**config.mk**
```make
export PLATFORM = sky130hd
export DESIGN_NAME = s_dly_ctrl
export DESIGN_NICKNAME = d
export VERILOG_FILES = /design/src/rtl/s_dly_ctrl.sv
export SDC_FILE = /design/constraint.sdc
export NUM_CORES = 1
export LEC_CHECK = 0
export ABC_AREA = 1
export CAP_MARGIN = 20
export CORE_AREA = 5 5 54 56
export CTS_BUF_LIST = sky130_fd_sc_hd__clkbuf_16
export CTS_CLUSTER_SIZE = 8
export DETAILED_ROUTE_END_ITERATION = 10
export DIE_AREA = 0 0 59 61
export HOLD_SLACK_MARGIN = 0.15
export PLACE_DENSITY = 0.62
export SYNTH_ARGS = -nofsm -noshare
export SYNTH_HDL_FRONTEND = slang
export SYNTH_SLANG_ARGS = --single-unit
export TNS_END_PERCENT = 50
```
**constraint.sdc**
```tcl
create_clock -name clk -period 2.5 [get_ports clk]
set_input_delay 0.25 -clock clk [delete_from_list [all_inputs] [get_ports clk]]
set_output_delay 0.25 -clock clk [all_outputs]
set_load 0.02 [all_outputs]
```
**src/rtl/s_dly_ctrl.sv**
```systemverilog
// Runtime-programmable single-bit delay line with a valid/ready reconfiguration handshake.
// Optional build macro S_DLY_CTRL_CLR_EN: clear the shift chain when a new delay is accepted.
module s_dly_ctrl #(
   parameter int MAX_DLY = 8,
   parameter int DW      = 4
) (
   input  logic          clk,
   input  logic          rst_n,
   input  logic          cfg_vld,
   input  logic [DW-1:0] cfg_dly,
   output logic          cfg_rdy,
   output logic          cfg_err,
   input  logic          d0,
   output logic          qn,
   output logic          qn_vld,
   output logic [DW-1:0] cur_dly
);

   typedef enum logic [1:0] {S_IDLE, S_FILL, S_RUN} state_t;

   localparam logic [DW-1:0] MAX_DLY_W = DW'(MAX_DLY);

   state_t               state_q, state_d;
   logic [MAX_DLY-1:0]   chain_q, chain_d;
   logic [DW-1:0]        cur_dly_q, cur_dly_d;
   logic [DW-1:0]        fill_cnt_q, fill_cnt_d;
   logic                 cfg_err_q, cfg_err_d;
   logic                 accept;
   logic                 over_max;
   logic                 clr_chain;
   logic                 tap;
   logic [DW-1:0]        req_dly;

   assign over_max = (cfg_dly > MAX_DLY_W);
   assign req_dly  = over_max ? MAX_DLY_W : cfg_dly;
   assign accept   = cfg_vld & cfg_rdy;

`ifdef S_DLY_CTRL_CLR_EN
   assign clr_chain = accept;
`else
   assign clr_chain = 1'b0;
`endif

   // The chain never stalls; it only optionally flushes on a new configuration.
   assign chain_d[0] = clr_chain ? 1'b0 : d0;
   genvar gi;
   generate
      for (gi = 1; gi < MAX_DLY; gi++) begin : g_chain
         assign chain_d[gi] = clr_chain ? 1'b0 : chain_q[gi-1];
      end
   endgenerate

   always_ff @(posedge clk or negedge rst_n) begin
      if (!rst_n) begin
         state_q    <= S_IDLE;
         chain_q    <= '0;
         cur_dly_q  <= '0;
         fill_cnt_q <= '0;
         cfg_err_q  <= 1'b0;
      end else begin
         state_q    <= state_d;
         chain_q    <= chain_d;
         cur_dly_q  <= cur_dly_d;
         fill_cnt_q <= fill_cnt_d;
         cfg_err_q  <= cfg_err_d;
      end
   end

   always_comb begin
      state_d    = state_q;
      cur_dly_d  = cur_dly_q;
      fill_cnt_d = fill_cnt_q;
      cfg_err_d  = 1'b0;
      case (state_q)
         S_FILL: begin
            fill_cnt_d = fill_cnt_q - 1'b1;
            if (fill_cnt_q == DW'(1)) begin
               state_d = S_RUN;
            end
         end
         default: begin
            if (accept) begin
               cur_dly_d = req_dly;
               cfg_err_d = over_max;
               if (req_dly == '0) begin
                  state_d = S_RUN;
               end else begin
                  state_d    = S_FILL;
                  fill_cnt_d = req_dly;
               end
            end
         end
      endcase
   end

   always_comb begin
      cfg_rdy = (state_q != S_FILL);
      qn_vld  = (state_q == S_RUN);
      tap     = d0;
      for (int i = 0; i < MAX_DLY; i++) begin
         if (cur_dly_q == DW'(i + 1)) begin
            tap = chain_q[i];
         end
      end
      qn = (state_q == S_IDLE) ? 1'b0 : tap;
   end

   assign cur_dly = cur_dly_q;
   assign cfg_err = cfg_err_q;

endmodule

```
==> results of run 1 <==
## routing by layer
metal | vias up | part of all wire (%) | routed length (microns) | global-route usage, %
met5 | - | 0 | 0 | 0
met4 | 0 | 0.46 | 8 | 1.94
met3 | 2 | 5.3 | 93 | 4.89
met2 | 13 | 49 | 865 | 21.6
met1 | 337 | 45 | 781 | 12.9
li1 | 359 | - | - | -
## placed cells by master (no fill, tap or decap)
| cell | count |
|---|---|
| sky130_fd_sc_hd__dfrtp_1 | 19 |
| sky130_fd_sc_hd__nand2_1 | 17 |
| sky130_fd_sc_hd__clkdlybuf4s50_1 | 15 |
| sky130_fd_sc_hd__inv_1 | 12 |
| sky130_fd_sc_hd__nand3_1 | 12 |
| sky130_fd_sc_hd__nor2_1 | 8 |
| sky130_fd_sc_hd__nand2_2 | 7 |
| sky130_fd_sc_hd__o21ai_0 | 5 |
| sky130_fd_sc_hd__o21ai_1 | 4 |
| sky130_fd_sc_hd__o21ai_2 | 3 |
| sky130_fd_sc_hd__clkbuf_16 | 3 |
| sky130_fd_sc_hd__inv_2 | 2 |
| sky130_fd_sc_hd__nand3b_1 | 2 |
| sky130_fd_sc_hd__ha_1 | 2 |
| sky130_fd_sc_hd__nand4_1 | 1 |
| sky130_fd_sc_hd__nor2_2 | 1 |
| sky130_fd_sc_hd__nand3b_2 | 1 |
| sky130_fd_sc_hd__o21a_1 | 1 |
| sky130_fd_sc_hd__a21oi_2 | 1 |
| sky130_fd_sc_hd__xnor2_1 | 1 |
| sky130_fd_sc_hd__o211ai_1 | 1 |
## critical path: stages (launching register included)
cell and delay [ps]:
sky130_fd_sc_hd__dfrtp_1 440, sky130_fd_sc_hd__inv_2 140, sky130_fd_sc_hd__nand2_1 60, sky130_fd_sc_hd__nand2_1 60, sky130_fd_sc_hd__nor2_1 40, sky130_fd_sc_hd__nor2_1 100, sky130_fd_sc_hd__nor2_1 50, sky130_fd_sc_hd__nor2_1 80
sky130_fd_sc_hd__clkdlybuf4s50_1 610
## power by group through the flow
stage               sequential [W]  combinational (W)  clock (W)
floorplan                 0.000493           0.000441          0
global placement          0.000465           0.000662          0
detailed placement        0.000466           0.000670          0
CTS                       0.000463           0.000671   0.000325
global route              0.000477           0.000745   0.000340
finish                    0.000461           0.000661   0.000320
## path summary, 6_finish.rpt
path / end / cells after the start
worst max register to register: fill_cnt_q[0]$_DFFE_PN0P_ / 5
min in group asynchronous: fill_cnt_q[2]$_DFFE_PN0P_ / 1
max in group asynchronous: chain_q[4]$_DFF_PN0_ / 1
worst min register to register: chain_q[7]$_DFF_PN0_ / 0
worst max-delay path: qn / 8
worst min-delay path: chain_q[7]$_DFF_PN0_ / 0
## logic make-up after synthesis
| logic type | synth area share [%] |
|---|---|
| xor+xnor | 0.972 |
| flops | 52.8 |
| compound gates | 10.6 |
| buf+inv | 6.67 |
| simple gates | 26.3 |
| fa+ha+maj | 2.78 |
## registers in the layout, indices dropped and copies added (netlist names)
| register | flops |
|---|---|
| cfg_err | 1 |
| chain_q | 8 |
| cur_dly | 4 |
| fill_cnt_q | 4 |
| state_q | 2 |
## stage by stage
step | instance area, sq um | setup slack [ps] | power, W | utilization, % | instances
2_1_floorplan | 901 | 1080 | 0.000934 | - | 100
3_3_place_gp | 1080 | 507 | 0.00113 | 45.1 | 144
3_5_place_dp | 1080 | 484 | 0.00114 | 45.1 | 144
4_1_cts | 1160 | 406 | 0.00146 | 48.4 | 148
5_1_grt | 1160 | 258 | 0.00156 | 48.4 | 148
6_report | 1160 | 422 | 0.00144 | 48.4 | 148
## final cells by class
type	count	area [sq um]	share of cell area, %
Clock buffer	3	75.1	6.49
Multi-Input combinational cell	67	365	31.6
Tap cell	30	37.5	3.25
Inverter	13	48.8	4.22
Sequential cell	19	475	41.1
Clock inverter	1	3.75	0.325
Timing Repair Buffer	15	150	13.0
==> results.cfg, run 1 <==
[synthesis]
synthDominantCellAreaShare_pct = 52.8
synth-seq-area-share_pct = 52.8
syn_inst = 100
synth.top_cells.by_area = sky130_fd_sc_hd__dfrtp_1 (53%), sky130_fd_sc_hd__nand2_1 (7.1%), sky130_fd_sc_hd__nand3_1 (6.7%), sky130_fd_sc_hd__nand2_2 (4.9%), sky130_fd_sc_hd__inv_1 (4.6%)
syn-cell-area_sq_um = 901
netlist_top_cells_count = sky130_fd_sc_hd__dfrtp_1 (19), sky130_fd_sc_hd__nand2_1 (17), sky130_fd_sc_hd__nand3_1 (12)
synth_area_per_cell_sq_um = 9.01
yosys_register_bits = 19
synth_fp_nets = 110
yosys.cell_count.top_type = sky130_fd_sc_hd__dfrtp_1
yosys_cell_types = 20
synth_edf_count = 0
yosys.area.top_type = sky130_fd_sc_hd__dfrtp_1
ys_async_sr_fraction_pct = 100
ys_dominant_reg_cell = sky130_fd_sc_hd__dfrtp_1
yosys_warnings = 0

[clock_tree]
clock-sinks = 19
clock_latency_ps = 240
clkSlewWorstSetupHoldPaths_ps = 50
cts-buffers-inserted = 3
tritoncts_clock_tree = yes
ctsLongestPathBuffers = 2
cts_repair_resize_count = 0
post_cts.repair.setup_buffers = 0
cts_hold_repair.buffers = 0
cts_root_buf = sky130_fd_sc_hd__clkbuf_16
htree_levels = 1

[pwr]
cellInternalPower_w = 0.000884
power-per-cell-area_nw_per_um2 = 1250
clkPwrFrac_pct = 22.2
p_seq_share_pct = 32.0
power_frac_comb_pct = 45.8
switching_share_pct = 38.7
p_leak_nw = 0.541
total_switching_power_w = 0.000558
power.ir.vdd_worst_mv = 0.804

[floorplan]
rows = 18
die_h_microns = 61
pin_count = 16
die_footprint_sq_um = 3600
initial_util_pct = 37.7
core_area_sq_um = 2390
fp.dieW_microns = 59

[placed_design]
port_buffers = 15
gp_congestion = 0.806
detailed_placement_hpwl_mm = 1.36

[route]
ant_nets = 0
starting_drc_count_in_detailed_routing = 10
drtPass1Iterations = 4
post_drt_via_cell_ratio = 4.80
wl_per_cell_microns = 11.8
detailroute.via_count = 711
drt_wl_total_mm = 1.75
drt_drc_violations_left = 0

[timing]
timing_max_transition_violations_final = 0
final.setup.tns_ps = 0
rsz0062_at_grt = false
fin_skew_ps = 1.25
timing.max_slew.rel_slack_pct = 46.8
max_clock_freq_mhz = 481
finalCritPeriodShare_pct = 83.1
final-setup-viol-count = 0
finalHoldViolations = 0
finalHoldWorstSlack_ps = 377
worst_pin_slew_ps = 795
finalCriticalPeriod_ps = 2080

[worst_setup_path]
critical_path.max_fanout = 7
critPathLaunchType = register
reg2reg_setup_slack_ps = 1250
criticalPathCategory = reg2out
critical_path_arrival_ps = 1830
timing.critical_path.to_type = output pin
critical_path.reg2reg.startpoint = state_q[0]$_DFFE_PN0P_
worstPathRequired_ps = 2250
worst_setup_path_startpoint = cur_dly[2]$_DFFE_PN0P_

[grt]
grt_start_max_net_pins = 20
antenna_found_initial = 0
grt_pass1_vias = 762
overflow = 0
grt_pass1_wl_mm = 3.19
grt_usage_pct = 11.8

[job]
cap_viol_max_count = 0

[min_path]
worst_hold_path_type = reg2reg
worstHoldStart = chain_q[6]$_DFF_PN0_

[cells_and_area]
layout-drive-gt1-share_pct = 15.3
fill_cells = 248
antenna-diode-count = 0
design.final.nets = 129
flow.area_growth_from_synthesis_pct = 28.3

[run_status]
status = finished, final reports clean
(Power assumes the default switching activity.)
==> run 2: changes to the inputs <==
Settings changed: PLACE_DENSITY 0.62 to 0.65.
Clock period 2.5 ns to 1.8 ns, I/O delays scaled along.
==> results.cfg, run 2 (same netlist as run 1, synthesis figures left out) <==
[grt]
grt_pass1_wl_mm = 3.02
grt_usage_pct = 11.2
grt_pass1_vias = 711
antenna_found_initial = 0
grt_start_max_net_pins = 20
overflow = 0

[cells_and_area]
finish.utilization_pct = 48.9
highest_count_cells_in_the_layout_ignoring_fill_and_taps = sky130_fd_sc_hd__dfrtp_1 (19), sky130_fd_sc_hd__nand2_1 (17), sky130_fd_sc_hd__clkdlybuf4s50_1 (14)
max_flop_register = chain_q
largest_register_ff_count = 8
flow.area_growth_from_synthesis_pct = 29.6
layout-drive-gt1-share_pct = 18.3
layout.cells.most_common = sky130_fd_sc_hd__dfrtp_1
antenna-diode-count = 0
design.final.nets = 131

[floorplan]
pin_count = 16
fp.dieW_microns = 59
initial_util_pct = 37.7
core_area_sq_um = 2390
die_footprint_sq_um = 3600
rows = 18
die_h_microns = 61

[pwr]
p_leak_nw = 0.550
power.ir.vdd_worst_mv = 1.07
power-per-cell-area_nw_per_um2 = 1720

[route]
post_drt_via_cell_ratio = 4.75
met1_length_microns = 779
ant_nets = 0
drt_drc_violations_left = 0
wl_met3_microns = 103
route.met2.wl_microns = 802
detailroute.via_count = 713
starting_drc_count_in_detailed_routing = 17
drtPass1Iterations = 4
drt_wl_total_mm = 1.71
wl_per_cell_microns = 11.4
highest_layer = met4

[clock_tree]
htree_levels = 1
cts_root_buf = sky130_fd_sc_hd__clkbuf_16
cts-buffers-inserted = 3
clock-sinks = 19
ctsLongestPathBuffers = 2
clkSlewWorstSetupHoldPaths_ps = 50
cts_hold_repair.buffers = 0
clock_latency_ps = 250
tritoncts_clock_tree = yes

[placed_design]
detailed_placement_hpwl_mm = 1.39
port_buffers = 15
gp_congestion = 0.807

[job]
cap_viol_max_count = 0

[timing]
worst_pin_slew_ps = 234
rsz0062_at_grt = false
fin_skew_ps = 5.09
finalCriticalPeriod_ps = 1580
final.setup.tns_ps = 0
timing_max_transition_violations_final = 0
timing.max_slew.rel_slack_pct = 84.4
finalCritPeriodShare_pct = 87.7
final-setup-viol-count = 0
max_clock_freq_mhz = 633
finalHoldViolations = 0

[worst_setup_path]
critical_path_arrival_ps = 1400
critPathLaunchType = register
critical_path.max_fanout = 7
timing.critical_path.to_type = output pin
worstPathRequired_ps = 1620
criticalPathCategory = reg2out

[min_path]
worst_hold_path_type = in2async

[run_status]
status = finished, final reports clean
## run 2: cell count changes in the layout (fill, tap and decap cells not counted)
cell	delta
sky130_fd_sc_hd__inv_1	-1
sky130_fd_sc_hd__clkbuf_2	+1
sky130_fd_sc_hd__buf_4	+2
sky130_fd_sc_hd__clkinv_2	+1
sky130_fd_sc_hd__clkdlybuf4s50_1	-1
## run 2: timing repair
item,CTS,global route
pin swaps,0,0
buffers inserted,0,0
gates resized for setup,1,2
setup endpoints to repair,1,1
## run 2: per-layer routing
metal	vias to the layer above	GRT usage, %
met5	-	0
li1	362	-
met3	2	3.19
met2	17	19.2
met4	0	4.85
met1	332	13.0
## run 2: path summary, 6_finish.rpt
path / startpoint / end / slack, ps / cells after the start
worst max-delay path: cur_dly[2]$_DFFE_PN0P_ / qn / 220 / 8
worst min-delay path: rst_n / cur_dly[2]$_DFFE_PN0P_ / 260 / 2
worst max register to register: state_q[0]$_DFFE_PN0P_ / fill_cnt_q[0]$_DFFE_PN0P_ / 570 / 6
worst min register to register: chain_q[6]$_DFF_PN0_ / chain_q[7]$_DFF_PN0_ / 380 / 0
max in group asynchronous: rst_n / chain_q[0]$_DFF_PN0_ / 1340 / 2
min in group clk: chain_q[6]$_DFF_PN0_ / chain_q[7]$_DFF_PN0_ / 380 / 0
## run 2: layout make-up
cell class / instances / area, sq um
clock buffer: 3 / 75.1
clock inverter: 1 / 5.00
fill: 248 / 1220
inverter: 13 / 48.8
multi-input combinational: 67 / 365
sequential: 19 / 475
tap: 30 / 37.5
timing repair buffer: 17 / 160
## run 2: critical path: stages (launching register included)
cell and delay (ps):
sky130_fd_sc_hd__dfrtp_1 440, sky130_fd_sc_hd__inv_2 150, sky130_fd_sc_hd__nand2_1 60, sky130_fd_sc_hd__nand3_1 80, sky130_fd_sc_hd__nand3_1 80, sky130_fd_sc_hd__nand2_1 60, sky130_fd_sc_hd__nor2_1 40, sky130_fd_sc_hd__nor2_1 80
sky130_fd_sc_hd__clkbuf_2 170
## run 2: metrics by stage
stage                     worst slack (ps)  power [W]  instance area (sq um)  std cells  hold WS [ps]
final                                  221    0.00201                   1170        150           259
after global routing                  36.4    0.00217                   1170        150           284
after CTS                             62.8    0.00203                   1170        150           266
after detailed placement             -73.7    0.00160                   1090        146           365
after global placement               -48.8    0.00159                   1090        146           366
after floorplan                        453    0.00130                    901        100          -116
## run 2: power by group
part	total [W]	leakage, nW	internal (W)	switching (W)
clock	0.000445	0.0409	0.000297	0.000148
combinational	0.000920	0.278	0.000383	0.000537
sequential	0.000641	0.231	0.000548	0.0000935
==> run 3: changes to the inputs <==
Settings changed: CORE_AREA 5 5 54 56 to 2 2 54 56, DIE_AREA 0 0 59 61 to 0 0 56 58, DONT_BUFFER_PORTS set to 1, PLACE_DENSITY 0.65 to 0.51.
==> results.cfg, run 3 (same netlist as run 1, synthesis figures left out) <==
[run_status]
status = finished, final reports clean

[pwr]
clkPwrFrac_pct = 24.5
power-per-cell-area_nw_per_um2 = 1780
p_seq_share_pct = 36.6
cellInternalPower_w = 0.00110
p_total_w = 0.00188
p_leak_nw = 0.507
power_frac_comb_pct = 39.0
total_switching_power_w = 0.000779
switching_share_pct = 41.5
power.ir.vdd_worst_mv = 0.767

[floorplan]
pin_count = 16
die_footprint_sq_um = 3250
fp.dieW_microns = 56
initial_util_pct = 33.8
core_area_sq_um = 2660
rows = 19
die_h_microns = 58

[timing]
finalCriticalPeriod_ps = 1650
fin_skew_ps = 0.973
finalHoldViolations = 0
timing.max_slew.rel_slack_pct = 44.3
timing_max_transition_violations_final = 0
max_clock_freq_mhz = 606
worst_pin_slew_ps = 833
rsz0062_at_grt = false
final-setup-viol-count = 0
finalCritPeriodShare_pct = 91.6
final.setup.tns_ps = 0

[worst_setup_path]
reg2reg_setup_slack_ps = 200
worstPathBufferInverterCount = 1
path_delay_family = simple AND/OR/NAND/NOR gates
critical_path_arrival_ps = 1470
worstPathRequired_ps = 1620
ordered_cell_list_for_the_critical_path = inv_2, nand2_1, nand2_1, nor2_1, nor2_1, nor2_1, nor2_2
timing.critical_path.to_type = output pin
critical_path.max_fanout = 7
cp_common_cell = sky130_fd_sc_hd__nor2_1
criticalPathCategory = reg2out
worst_path_max_delay_cell = sky130_fd_sc_hd__dfrtp_1
slowest_delay_ps = 510
critPathLaunchType = register

[clock_tree]
htree_levels = 1
tritoncts_clock_tree = yes
clock_latency_ps = 250
cts-buffers-inserted = 3
clkSlewWorstSetupHoldPaths_ps = 50
cts_root_buf = sky130_fd_sc_hd__clkbuf_16
clock-sinks = 19
ctsLongestPathBuffers = 2

[cells_and_area]
highest_count_cells_in_the_layout_ignoring_fill_and_taps = sky130_fd_sc_hd__dfrtp_1 (19), sky130_fd_sc_hd__nand2_1 (17), sky130_fd_sc_hd__nand3_1 (12)
flow.area_growth_from_synthesis_pct = 17.5
layout.cells.most_common = sky130_fd_sc_hd__dfrtp_1
antenna-diode-count = 0
fill_cells = 280
multi_input_comb_area_sq_um = 368
design.final.nets = 119
layout-drive-gt1-share_pct = 19.4
max_flop_register = chain_q
area.sequential_sq_um = 475
largest_register_ff_count = 8

[grt]
grt_usage_pct = 12.5
grt_pass1_wl_mm = 3.11
grt_start_max_net_pins = 20
grt_pass1_vias = 688
overflow = 0
antenna_found_initial = 0

[placed_design]
port_buffers = 0
detailed_placement_hpwl_mm = 1.34
gp_congestion = 0.783

[route]
drt_drc_violations_left = 0
drtPass1Iterations = 4
drt_wl_total_mm = 1.79
post_drt_via_cell_ratio = 4.78
starting_drc_count_in_detailed_routing = 19
wl_per_cell_microns = 12.8
ant_nets = 0
detailroute.via_count = 665

[min_path]
worst_hold_path_type = in2reg

[job]
cap_viol_max_count = 0
## run 3: layout make-up
class,count,area share (%)
flip-flops and latches,19,44.9
multi-input cells,67,34.8
inverters,13,4.61
clock inverters,1,0.473
well taps,31,3.66
repair buffers,5,4.49
clock buffers,3,7.09
## run 3: per-layer routing
metal	wire, microns	track usage (%)	vias up	share of wire [%]
met5	0	0	-	0
met4	26	6.12	0	1.5
met3	94	3.57	3	5.3
met2	777	18.7	18	44
met1	887	16.8	302	50
li1	-	-	342	-
## run 3: power groups by stage
stage / registers, W / logic (W) / clock network (W)
4_1_cts: 0.000689 / 0.000740 / 0.000471
3_3_place_gp: 0.000692 / 0.000708 / 0
2_1_floorplan: 0.000684 / 0.000613 / 0
6_report: 0.000687 / 0.000733 / 0.000460
5_1_grt: 0.000706 / 0.000843 / 0.000487
3_5_place_dp: 0.000692 / 0.000721 / 0
## run 3: repair_timing
item,in CTS,in global routing
resized for setup,0,1
endpoints found under the setup margin,0,1
setup buffers,0,0
hold buffers,4,0
hold endpoints to repair,24,0
## run 3: worst paths after layout
| kind | start | end | depth (start not counted) |
|---|---|---|---|
| setup / recovery | cur_dly[2]$_DFFE_PN0P_ | qn | 7 |
| hold / removal | cfg_dly[3] | cur_dly[2]$_DFFE_PN0P_ | 3 |
| setup reg to reg | state_q[1]$_DFFE_PN0P_ | cfg_err$_DFF_PN0_ | 5 |
| hold reg to reg | chain_q[6]$_DFF_PN0_ | chain_q[7]$_DFF_PN0_ | 0 |
| max in group asynchronous | rst_n | cur_dly[1]$_DFFE_PN0P_ | 1 |
| min in group asynchronous | rst_n | chain_q[7]$_DFF_PN0_ | 1 |
## run 3: worst register-to-register path: stages (launching register included)
cell and delay, ps:
sky130_fd_sc_hd__dfrtp_1 370, sky130_fd_sc_hd__inv_1 100, sky130_fd_sc_hd__nand2_2 250, sky130_fd_sc_hd__nand2_2 170, sky130_fd_sc_hd__nor2_1 60, sky130_fd_sc_hd__dlygate4sd3_1 540
## run 3: through the flow
step / instance area (sq um) / worst slack, ps / utilization (%) / instances / hold slack [ps]
2_1_floorplan: 901 / 453 / - / 100 / -116
3_3_place_gp: 936 / 303 / 35.2 / 131 / -115
3_5_place_dp: 936 / 322 / 35.2 / 131 / -115
4_1_cts: 1060 / 43.0 / 39.7 / 139 / 151
5_1_grt: 1060 / 41.5 / 39.8 / 139 / 174
6_report: 1060 / 151 / 39.8 / 139 / 151
